==> src/rtl/scalu_rs_pkg.sv <==
// Shared definitions for the scalu reservation station.
//   - Sizing localparams (entry count, rob id width, operand width).
//   - A few scalu opcode encodings (the station itself never decodes them).
//   - The packed layout of one station entry.
//   - A helper that decides whether a pending operand is woken by a writeback.
package scalu_rs_pkg;

  localparam int RS_ENTRIES = 8;
  localparam int ROBID_W    = 7;
  localparam int XLEN       = 32;
  localparam int OP_W       = 5;
  localparam int RD_W       = 6;

  localparam logic [OP_W-1:0] OP_ADD = 5'd0;
  localparam logic [OP_W-1:0] OP_SUB = 5'd1;

  // An operand is either a value (rdy=1) or a producer tag in its low ROBID_W bits (rdy=0).
  typedef struct packed {
    logic              valid;
    logic [OP_W-1:0]   op;
    logic [ROBID_W-1:0] robid;
    logic [RD_W-1:0]   rd;
    logic              op1_rdy;
    logic [XLEN-1:0]   op1;
    logic              op2_rdy;
    logic [XLEN-1:0]   op2;
  } rs_entry_t;

  // True when a still-pending operand's tag matches a live writeback.
  function automatic logic wake_hit(input logic live, input logic rdy,
                                    input logic [ROBID_W-1:0] tag,
                                    input logic [ROBID_W-1:0] wb_tag);
    return live & ~rdy & (tag == wb_tag);
  endfunction

endpackage

==> src/rtl/scalu_rs_if.sv <==
// Bundle of the dispatch, writeback, issue and flush signals around the
// scalu reservation station.
//   master : environment side (dispatch, writeback, stall, flush drivers)
//   slave  : reservation station side
// Handshake: an issue transfers at a rising edge where exers_scalu_issue=1 and
// scalu_stall=0; while stalled the offered op stays valid and stable unless an
// older entry becomes ready. Dispatch has no ready; rs_full (registered) tells
// the dispatcher that a request this cycle will be dropped.
interface scalu_rs_if;
  import scalu_rs_pkg::*;

  logic                disp_valid;
  logic [OP_W-1:0]     disp_op;
  logic [ROBID_W-1:0]  disp_robid;
  logic [RD_W-1:0]     disp_rd;
  logic                disp_op1_rdy;
  logic [XLEN-1:0]     disp_op1;
  logic                disp_op2_rdy;
  logic [XLEN-1:0]     disp_op2;
  logic                rs_full;

  logic                wb_valid;
  logic [ROBID_W-1:0]  wb_robid;
  logic [XLEN-1:0]     wb_result;

  logic                exers_scalu_issue;
  logic [OP_W-1:0]     exers_scalu_op;
  logic [ROBID_W-1:0]  exers_robid;
  logic [RD_W-1:0]     exers_rd;
  logic [XLEN-1:0]     exers_op1;
  logic [XLEN-1:0]     exers_op2;
  logic                scalu_stall;

  logic                rob_flush;

  modport master (
    output disp_valid, disp_op, disp_robid, disp_rd,
           disp_op1_rdy, disp_op1, disp_op2_rdy, disp_op2,
           wb_valid, wb_robid, wb_result, scalu_stall, rob_flush,
    input  rs_full, exers_scalu_issue, exers_scalu_op, exers_robid,
           exers_rd, exers_op1, exers_op2
  );

  modport slave (
    input  disp_valid, disp_op, disp_robid, disp_rd,
           disp_op1_rdy, disp_op1, disp_op2_rdy, disp_op2,
           wb_valid, wb_robid, wb_result, scalu_stall, rob_flush,
    output rs_full, exers_scalu_issue, exers_scalu_op, exers_robid,
           exers_rd, exers_op1, exers_op2
  );

endinterface

==> src/rtl/scalu_rs_age_matrix.sv <==
// Age matrix for N entries: picks the oldest requester.
// Ports:
//   clk, rst  : clock, synchronous active-high reset
//   clear     : drop all age relations next cycle (flush)
//   alloc_oh  : one-hot entry being allocated this cycle (becomes youngest)
//   free_oh   : one-hot entry being released this cycle
//   req       : request vector
//   grant     : one-hot grant of the oldest requester (zero if no request)
module scalu_rs_age_matrix #(
  parameter int N = 8
) (
  input  logic         clk,
  input  logic         rst,
  input  logic         clear,
  input  logic [N-1:0] alloc_oh,
  input  logic [N-1:0] free_oh,
  input  logic [N-1:0] req,
  output logic [N-1:0] grant
);

  // older_q[r][c] = 1 : entry r is older than entry c. Diagonal stays 0.
  logic [N-1:0] older_q [N];
  logic [N-1:0] older_d [N];
  logic [N-1:0] blocked;

  always_comb begin
    for (int r = 0; r < N; r++) older_d[r] = older_q[r];
    for (int k = 0; k < N; k++) begin
      if (free_oh[k]) begin
        older_d[k] = '0;
        for (int r = 0; r < N; r++) older_d[r][k] = 1'b0;
      end
    end
    // A new entry is older than nobody and every other entry is older than it.
    for (int k = 0; k < N; k++) begin
      if (alloc_oh[k]) begin
        older_d[k] = '0;
        for (int r = 0; r < N; r++) begin
          if (r != k) older_d[r][k] = 1'b1;
        end
      end
    end
    if (clear) begin
      for (int r = 0; r < N; r++) older_d[r] = '0;
    end
  end

  // An entry is blocked when some other requester is older than it.
  always_comb begin
    blocked = '0;
    for (int c = 0; c < N; c++) begin
      for (int r = 0; r < N; r++) begin
        if (req[r] && older_q[r][c]) blocked[c] = 1'b1;
      end
    end
  end

  assign grant = req & ~blocked;

  always_ff @(posedge clk) begin
    if (rst) begin
      for (int r = 0; r < N; r++) older_q[r] <= '0;
    end else begin
      for (int r = 0; r < N; r++) older_q[r] <= older_d[r];
    end
  end

endmodule

==> src/rtl/scalu_rs.sv <==
// Reservation station and issue scheduler for the single-cycle scalar ALU.
// Holds dispatched ops until both operands are values, capturing them from the
// writeback broadcast, and offers the oldest ready entry to scalu each cycle.
// Ports:
//   clk  : clock
//   rst  : synchronous reset, active-high
//   bus  : scalu_rs_if.slave (dispatch, rs_full, writeback, issue, stall, flush)
module scalu_rs
  import scalu_rs_pkg::*;
(
  input logic       clk,
  input logic       rst,
  scalu_rs_if.slave bus
);

  rs_entry_t ent_q [RS_ENTRIES];
  rs_entry_t ent_d [RS_ENTRIES];
  logic      full_q, full_d;

  logic [RS_ENTRIES-1:0] ready_vec, grant, alloc_oh, free_oh;
  logic                  disp_fire, issue_w, issue_fire;
  rs_entry_t             new_ent;

  logic [OP_W-1:0]    mux_op;
  logic [ROBID_W-1:0] mux_robid;
  logic [RD_W-1:0]    mux_rd;
  logic [XLEN-1:0]    mux_op1, mux_op2;

  // Readiness comes from registered state only, so a wakeup issues a cycle later.
  always_comb begin
    for (int i = 0; i < RS_ENTRIES; i++)
      ready_vec[i] = ent_q[i].valid & ent_q[i].op1_rdy & ent_q[i].op2_rdy;
  end

  assign disp_fire  = bus.disp_valid & ~full_q & ~bus.rob_flush;
  assign issue_w    = (|ready_vec) & ~bus.rob_flush;
  assign issue_fire = issue_w & ~bus.scalu_stall;
  assign free_oh    = grant & {RS_ENTRIES{issue_fire}};

  // Lowest-index free slot; entries freed this cycle are not yet counted free.
  always_comb begin
    alloc_oh = '0;
    for (int i = RS_ENTRIES - 1; i >= 0; i--) begin
      if (!ent_q[i].valid) begin
        alloc_oh    = '0;
        alloc_oh[i] = 1'b1;
      end
    end
    if (!disp_fire) alloc_oh = '0;
  end

  scalu_rs_age_matrix #(.N(RS_ENTRIES)) u_age (
    .clk      (clk),
    .rst      (rst),
    .clear    (bus.rob_flush),
    .alloc_oh (alloc_oh),
    .free_oh  (free_oh),
    .req      (ready_vec),
    .grant    (grant)
  );

  // Incoming entry, with same-cycle writeback bypass on each pending operand.
  always_comb begin
    new_ent         = '0;
    new_ent.valid   = 1'b1;
    new_ent.op      = bus.disp_op;
    new_ent.robid   = bus.disp_robid;
    new_ent.rd      = bus.disp_rd;
    new_ent.op1_rdy = bus.disp_op1_rdy;
    new_ent.op1     = bus.disp_op1;
    new_ent.op2_rdy = bus.disp_op2_rdy;
    new_ent.op2     = bus.disp_op2;
    if (wake_hit(bus.wb_valid, bus.disp_op1_rdy, bus.disp_op1[ROBID_W-1:0], bus.wb_robid)) begin
      new_ent.op1_rdy = 1'b1;
      new_ent.op1     = bus.wb_result;
    end
    if (wake_hit(bus.wb_valid, bus.disp_op2_rdy, bus.disp_op2[ROBID_W-1:0], bus.wb_robid)) begin
      new_ent.op2_rdy = 1'b1;
      new_ent.op2     = bus.wb_result;
    end
  end

  // Wakeup, issue-free and allocation act independently; flush overrides all.
  always_comb begin
    full_d = 1'b1;
    for (int i = 0; i < RS_ENTRIES; i++) begin
      ent_d[i] = ent_q[i];
      if (wake_hit(ent_q[i].valid & bus.wb_valid, ent_q[i].op1_rdy,
                   ent_q[i].op1[ROBID_W-1:0], bus.wb_robid)) begin
        ent_d[i].op1_rdy = 1'b1;
        ent_d[i].op1     = bus.wb_result;
      end
      if (wake_hit(ent_q[i].valid & bus.wb_valid, ent_q[i].op2_rdy,
                   ent_q[i].op2[ROBID_W-1:0], bus.wb_robid)) begin
        ent_d[i].op2_rdy = 1'b1;
        ent_d[i].op2     = bus.wb_result;
      end
      if (free_oh[i])     ent_d[i].valid = 1'b0;
      if (alloc_oh[i])    ent_d[i]       = new_ent;
      if (bus.rob_flush)  ent_d[i].valid = 1'b0;
      full_d = full_d & ent_d[i].valid;
    end
  end

  // One-hot grant, so an OR-mux selects the issuing entry.
  always_comb begin
    mux_op    = '0;
    mux_robid = '0;
    mux_rd    = '0;
    mux_op1   = '0;
    mux_op2   = '0;
    for (int i = 0; i < RS_ENTRIES; i++) begin
      if (grant[i]) begin
        mux_op    = mux_op    | ent_q[i].op;
        mux_robid = mux_robid | ent_q[i].robid;
        mux_rd    = mux_rd    | ent_q[i].rd;
        mux_op1   = mux_op1   | ent_q[i].op1;
        mux_op2   = mux_op2   | ent_q[i].op2;
      end
    end
  end

  always_ff @(posedge clk) begin
    if (rst) begin
      for (int i = 0; i < RS_ENTRIES; i++) ent_q[i] <= '0;
      full_q <= 1'b0;
    end else begin
      for (int i = 0; i < RS_ENTRIES; i++) ent_q[i] <= ent_d[i];
      full_q <= full_d;
    end
  end

  assign bus.rs_full           = full_q;
  assign bus.exers_scalu_issue = issue_w;
  assign bus.exers_scalu_op    = mux_op;
  assign bus.exers_robid       = mux_robid;
  assign bus.exers_rd          = mux_rd;
  assign bus.exers_op1         = mux_op1;
  assign bus.exers_op2         = mux_op2;

endmodule
==> src/flat_wrapper.sv <==
// flat-port wrapper written by rule: the top's interface ports become plain ports
module scalu_rs_flat import scalu_rs_pkg::*;
  (clk, rst, bus_disp_valid, bus_disp_op, bus_disp_robid, bus_disp_rd, bus_disp_op1_rdy, bus_disp_op1, bus_disp_op2_rdy, bus_disp_op2, bus_wb_valid, bus_wb_robid, bus_wb_result, bus_scalu_stall, bus_rob_flush, bus_rs_full, bus_exers_scalu_issue, bus_exers_scalu_op, bus_exers_robid, bus_exers_rd, bus_exers_op1, bus_exers_op2);
  scalu_rs_if bus_i ();
  input logic clk;
  input logic rst;
  input wire logic [$bits(bus_i.disp_valid)-1:0] bus_disp_valid;
  input wire logic [$bits(bus_i.disp_op)-1:0] bus_disp_op;
  input wire logic [$bits(bus_i.disp_robid)-1:0] bus_disp_robid;
  input wire logic [$bits(bus_i.disp_rd)-1:0] bus_disp_rd;
  input wire logic [$bits(bus_i.disp_op1_rdy)-1:0] bus_disp_op1_rdy;
  input wire logic [$bits(bus_i.disp_op1)-1:0] bus_disp_op1;
  input wire logic [$bits(bus_i.disp_op2_rdy)-1:0] bus_disp_op2_rdy;
  input wire logic [$bits(bus_i.disp_op2)-1:0] bus_disp_op2;
  input wire logic [$bits(bus_i.wb_valid)-1:0] bus_wb_valid;
  input wire logic [$bits(bus_i.wb_robid)-1:0] bus_wb_robid;
  input wire logic [$bits(bus_i.wb_result)-1:0] bus_wb_result;
  input wire logic [$bits(bus_i.scalu_stall)-1:0] bus_scalu_stall;
  input wire logic [$bits(bus_i.rob_flush)-1:0] bus_rob_flush;
  output wire logic [$bits(bus_i.rs_full)-1:0] bus_rs_full;
  output wire logic [$bits(bus_i.exers_scalu_issue)-1:0] bus_exers_scalu_issue;
  output wire logic [$bits(bus_i.exers_scalu_op)-1:0] bus_exers_scalu_op;
  output wire logic [$bits(bus_i.exers_robid)-1:0] bus_exers_robid;
  output wire logic [$bits(bus_i.exers_rd)-1:0] bus_exers_rd;
  output wire logic [$bits(bus_i.exers_op1)-1:0] bus_exers_op1;
  output wire logic [$bits(bus_i.exers_op2)-1:0] bus_exers_op2;
  assign bus_i.disp_valid = bus_disp_valid;
  assign bus_i.disp_op = bus_disp_op;
  assign bus_i.disp_robid = bus_disp_robid;
  assign bus_i.disp_rd = bus_disp_rd;
  assign bus_i.disp_op1_rdy = bus_disp_op1_rdy;
  assign bus_i.disp_op1 = bus_disp_op1;
  assign bus_i.disp_op2_rdy = bus_disp_op2_rdy;
  assign bus_i.disp_op2 = bus_disp_op2;
  assign bus_i.wb_valid = bus_wb_valid;
  assign bus_i.wb_robid = bus_wb_robid;
  assign bus_i.wb_result = bus_wb_result;
  assign bus_i.scalu_stall = bus_scalu_stall;
  assign bus_i.rob_flush = bus_rob_flush;
  assign bus_rs_full = bus_i.rs_full;
  assign bus_exers_scalu_issue = bus_i.exers_scalu_issue;
  assign bus_exers_scalu_op = bus_i.exers_scalu_op;
  assign bus_exers_robid = bus_i.exers_robid;
  assign bus_exers_rd = bus_i.exers_rd;
  assign bus_exers_op1 = bus_i.exers_op1;
  assign bus_exers_op2 = bus_i.exers_op2;
  scalu_rs u_core (.clk(clk), .rst(rst), .bus(bus_i));
endmodule
==> config.mk <==
export PLATFORM = sky130hd
export DESIGN_NAME = scalu_rs_flat
export DESIGN_NICKNAME = d
export VERILOG_FILES = /design/src/rtl/scalu_rs_pkg.sv /design/src/rtl/scalu_rs_if.sv /design/src/rtl/scalu_rs_age_matrix.sv /design/src/rtl/scalu_rs.sv /design/src/flat_wrapper.sv
export SDC_FILE = /design/constraint.sdc
export NUM_CORES = 2
export LEC_CHECK = 0
export BUFFER_PORTS_ARGS = -buffer_cell sky130_fd_sc_hd__buf_2
export CAP_MARGIN = 20
export CORE_ASPECT_RATIO = 1.75
export CORE_UTILIZATION = 54
export DETAILED_ROUTE_END_ITERATION = 10
export PLACE_DENSITY = 0.71
export SLEW_MARGIN = 20
export SYNTH_ARGS = -nofsm -noshare
export SYNTH_HDL_FRONTEND = slang
export SYNTH_SLANG_ARGS = --single-unit
==> constraint.sdc <==
create_clock -name clk -period 7.31 [get_ports clk]
set_input_delay 1.462 -clock clk [delete_from_list [all_inputs] [get_ports clk]]
set_output_delay 1.462 -clock clk [all_outputs]
set_load 0.005 [all_outputs]
**Word-level counts from Yosys, hierarchy flattened**

Memory sizes are Yosys's and may differ from the RTL's.
Cells that the tools add are included.

- Equal/unequal tests: 18
- Multiplexer cells: 303
- Bitwise gates (word level): 146
- Reduce and logical (&&, ||, !) cells: 65

Operators with widths:

| operator | number |
|---|---|
| 2-to-1 mux 85 bit | 16 |
| 2-to-1 mux 33 bit | 18 |
| 2-to-1 mux 32 bit | 16 |
| bitwise OR 32 bit | 14 |
| 2-to-1 mux 8 bit | 33 |
| 2-to-1 mux 1 bit | 195 |
| equality test 7 bit | 18 |
| AND 1 bit | 71 |
| logical AND 1 bit | 64 |
| 2-to-1 mux 64 bit | 1 |
| 2-to-1 mux 7 bit | 8 |
| bitwise OR 7 bit | 7 |
| 2-to-1 mux 6 bit | 8 |
| bitwise OR 6 bit | 7 |
| 2-to-1 mux 5 bit | 8 |
| bitwise OR 5 bit | 7 |
| inverter 1 bit | 21 |
| AND 8 bit | 2 |
| bitwise OR 1 bit | 16 |
| inverter 8 bit | 1 |
| OR reduction 8 bit | 1 |

- Register bits after elaboration: 1
- Memory bits (writable): 744
- Input bits: 129
- Logic and storage cells: 535
- Memories kept: 2

Memory list:

| memory | depth | bits a word | rd ports | clocked after memory_dff | wr ports | RTL line | RTL |
|---|---|---|---|---|---|---|---|
| u_core.ent_q | 8 | 85 | 8 | 0 | 8 | scalu_rs.sv:16 | `rs_entry_t ent_q [RS_ENTRIES];` |
| u_core.u_age.older_q | 8 | 8 | 8 | 0 | 8 | scalu_rs_age_matrix.sv:22 | `logic [N-1:0] older_q [N];` |

**Depth between registers and ports, before layout**

An unclocked memory read counts as a cell.

- Word-level depth: 29
- Gate-level depth with buffers: 10
- Gate-level depth less buffers: 6

**Hierarchy**

A second synthesis with hierarchy kept.

- Cell total of the unflattened synthesis: 4134
- Area total of the unflattened synthesis: 37145.6 um^2

Modules (own cells, without submodules):

| module | times used | cells each | area each (um^2) |
|---|---|---|---|
| scalu_rs | 1 | 3878 | 34769.6 |
| scalu_rs_age_matrix | 1 | 256 | 2376.0 |

**Least setup slack after synthesis**

OpenSTA, ideal clock, no wires.

- Path kind: register to output
- From: memory u_core.ent_q[0][424] (netlist bit)
- To: output port bus_exers_rd[4]
- Data arrival time: 1906 ps
- Setup slack: 3942 ps
- Cell stages (with the launch flop): 10
- Cell sequence: dfxtp_1 -> buf_2 -> and3_1 -> buf_2 -> a22o_1 -> nor4_4 -> buf_4 -> buf_2 -> a22oi_1 -> nand3_1

RTL lines:

| item | RTL line | RTL |
|---|---|---|
| from (decl) | scalu_rs.sv:16 |  |
| to (decl) | flat_wrapper.sv:24 | `output wire logic [$bits(bus_i.exers_rd)-1:0] bus_exers_rd;` |

==> flow_metrics.tcl <==
set metrics [dict create \
    initial_core_util 0.549 \
    synth_edf_count 0 \
    ys_seq_area_frac 0.403 \
    synth.ff_latch_count 737 \
    cts_root_buf "clkbuf_16" \
    synthTopCellsByArea "dfxtp_1 (40%), mux2i_1 (14%), a211oi_1 (11%)" \
    clock.fmax_mhz 187 \
    fin_area_um2 39700 \
    leakage_uw 0.0173 \
    p_clk_frac 0.453 \
    synth_top_cell_by_area "dfxtp_1" \
    finalCritPeriodShare 0.730 \
    vias 33300 \
    cts_setup_buffers 0 \
    ant_nets 0 \
    arrival_ns 3.87 \
    vias_per_cell 6.69 \
    critPathKind "register to output pin" \
    synth_fp_nets 4270 \
    die_h_um 346 \
    worstHoldPathCells 2 \
    maxCapViolCount 0 \
    syn_area_per_cell_um2 8.83 \
    min_to "u_core.ent_q[0][167]" \
    htreeDepth 3 \
    max-slew-margin-rel 0.169 \
    finalCriticalPeriod_ns 5.34 \
    placementRows 125 \
    grt_max_degree 235 \
    min_from "u_core.ent_q[0][167]" \
    die_w_um 199 \
    cts_num_sinks 737 \
    synthDistinctLibCells 58 \
    gp_congestion 0.981 \
    seqPwrFrac 0.497 \
    drtIter0Drc 3348 \
    setup_viol 0 \
    tightest_slew_ns 1.25 \
    drt-total-wl_um 130000 \
    r2r-start "u_core.ent_q[0][509]" \
    wl_per_cell_um 26.2 \
    overflow 0 \
    ios 213 \
    cts_tree "built" \
    cp-end-kind "output pin" \
    hp-class "register to register" \
    drive_gt1_frac 0.116 \
    synth-main-ff-cell "dfxtp_1" \
    setup_slack_ns 1.97 \
    slew_violations 0 \
    area_growth_pct 8.60 \
    status "completed" \
    powerDensity_nw_per_um2 206 \
    syn-cell-area_um2 36600 \
    syn-instance-count 4141 \
    crit_required_ns 5.85 \
    core_area_um2 66600 \
    preCtsSetupSlack_ns 2.72 \
    firstDrtPassIters 9 \
    dieArea_um2 68800 \
    ir_drop_v 0.000226 \
    finClkSkew_ns 0.0214 \
    switching_share 0.239 \
    rrSetupSlack_ns 3.78 \
    grt_pass1_vias 32100 \
    crit_path_start_kind "register" \
    hold_buffers 0 \
    dpl.hpwl_um 77100 \
    p_sw_uw 1960 \
    dpl_cell_area_um2 37400 \
    ctsResizeCount 0 \
    grt_antenna_before_repair 5 \
    finalHoldViolCount 0 \
    yosys_warnings 0 \
    rsz0062_at_grt "false" \
    clkLatencyLatePin_ns 0.64 \
    finalNetCount 4160 \
    worst-r2r-cell-count 7 \
    grt_usage 0.371 \
    r2r-end "u_core.bus.rs_full" \
    cts_made_buffers 70 \
    clkTransAtPathRegs_ns 0.07 \
    grt_pass1_wl_um 196000 \
    port_buffers 212 \
    p_int_uw 6240 \
    worst_hold_slack_ns 0.454 \
    cts_buffer_depth 3 \
    synth_top_area_frac 0.403 \
    crit_path_max_fanout 41 \
    drcViolationCount 0 \
    synthArstFlopShare 0 \
    tns_ns 0 \
    share_comb_of_total_power 0.050 \
]
logic make-up (layout without fill, tap and decap cells):
group | Yosys count | count (layout) | synth area share
flops | 737 | 737 | 0.403
other cells | 0 | 2 | 0
mux | 576 | 576 | 0.160
compound gates | 1083 | 1083 | 0.213
buf+inv | 489 | 432 | 0.0593
fa+ha+maj | 1 | 1 | 0.000274
xor+xnor | 126 | 126 | 0.0302
simple gates | 1129 | 1129 | 0.133
cell usage in the layout (no fill, tap or decap), types with 47 or more instances in the layout:
| master | synthesis | final |
|---|---|---|
| buf_4 | 40 | 72 |
| clkbuf_16 | 0 | 72 |
| nor2_1 | 544 | 542 |
| mux2i_1 | 512 | 512 |
| nand2_1 | 342 | 342 |
| dfxtp_1 | 737 | 737 |
| nand3_1 | 47 | 47 |
| nand4_1 | 109 | 109 |
| xor2_1 | 87 | 87 |
| a211oi_1 | 520 | 520 |
| a21oi_1 | 197 | 197 |
| buf_2 | 103 | 211 |
| a22oi_1 | 238 | 238 |
through the flow:
stage               power [uW]  utilization  instances
finish                    8200        0.596       4975
detailed placement        4570        0.562       4848
floorplan                 4450            -       4141
global route              8400        0.596       4974
global placement          4570        0.562       4847
CTS                       8210        0.596       4973
cell usage after synthesis (27+ instances only):
library cell / instances
a211oi_1: 520
nand4_1: 109
a22oi_1: 238
buf_2: 103
mux2_2: 38
nand3_1: 47
mux2i_1: 512
dfxtp_1: 737
nor3_1: 28
a222oi_1: 28
a21oi_1: 197
nand2_1: 342
xor2_1: 87
a22o_1: 27
buf_4: 40
xnor2_1: 39
nor2_1: 544
clkbuf_1: 303
registers in the layout, indices dropped and copies added, names as in the netlist:
register and flops:
u_core.u_age.older_q 56, u_core.ent_q 680, u_core.bus.rs_full 1
cell type report:
class / count / area (um2)
antenna: 2 / 5.00
clock buffer: 109 / 2120
clock inverter: 16 / 158
fill: 5951 / 26900
inverter: 14 / 52.6
multi-input combinational: 2915 / 19700
sequential: 737 / 14800
tap: 889 / 1110
timing repair buffer: 293 / 1780
worst max-delay path, cell delays in order (launching register included):
cell and delay (ns):
dfxtp_1 0.64, nand3_1 0.32, a21o_1 0.27, nor3_4 0.80, buf_12 0.41, buf_4 0.28
a22oi_1 0.09, nand4_1 0.23, buf_2 0.16
layer usage:
metal  vias up  track usage  part of all wire
met5         -            0           0.00037
met2      1839        0.615              0.48
met3       479       0.0611             0.085
met1     16000        0.443              0.37
li1      14900            -                 -
met4         8        0.229             0.061
how the worst max path moves through the flow:
stage | startpoint | endpoint | slack, ns
after CTS | u_core.ent_q[0][169] | bus_exers_op1[27] | 2.05
after global routing | u_core.ent_q[0][169] | bus_exers_op1[27] | 1.89
after floorplan | u_core.ent_q[0][424] | bus_exers_rd[4] | 3.94
after global placement | bus_wb_robid[5] | u_core.ent_q[0][198] | 2.71
final | u_core.ent_q[0][169] | bus_exers_op1[27] | 1.97
after detailed placement | u_core.ent_q[0][169] | bus_exers_op1[25] | 2.72
power by group through the flow:
stage                     Sequential [uW]  Combinational [uW]  Clock [uW]
after detailed placement             4170                 399           0
final                                4080                 410        3710
after global routing                 4080                 433        3890
after CTS                            4080                 402        3730
after global placement               4170                 398           0
after floorplan                      4160                 285           0
Power figures use the tool's default switching activity.
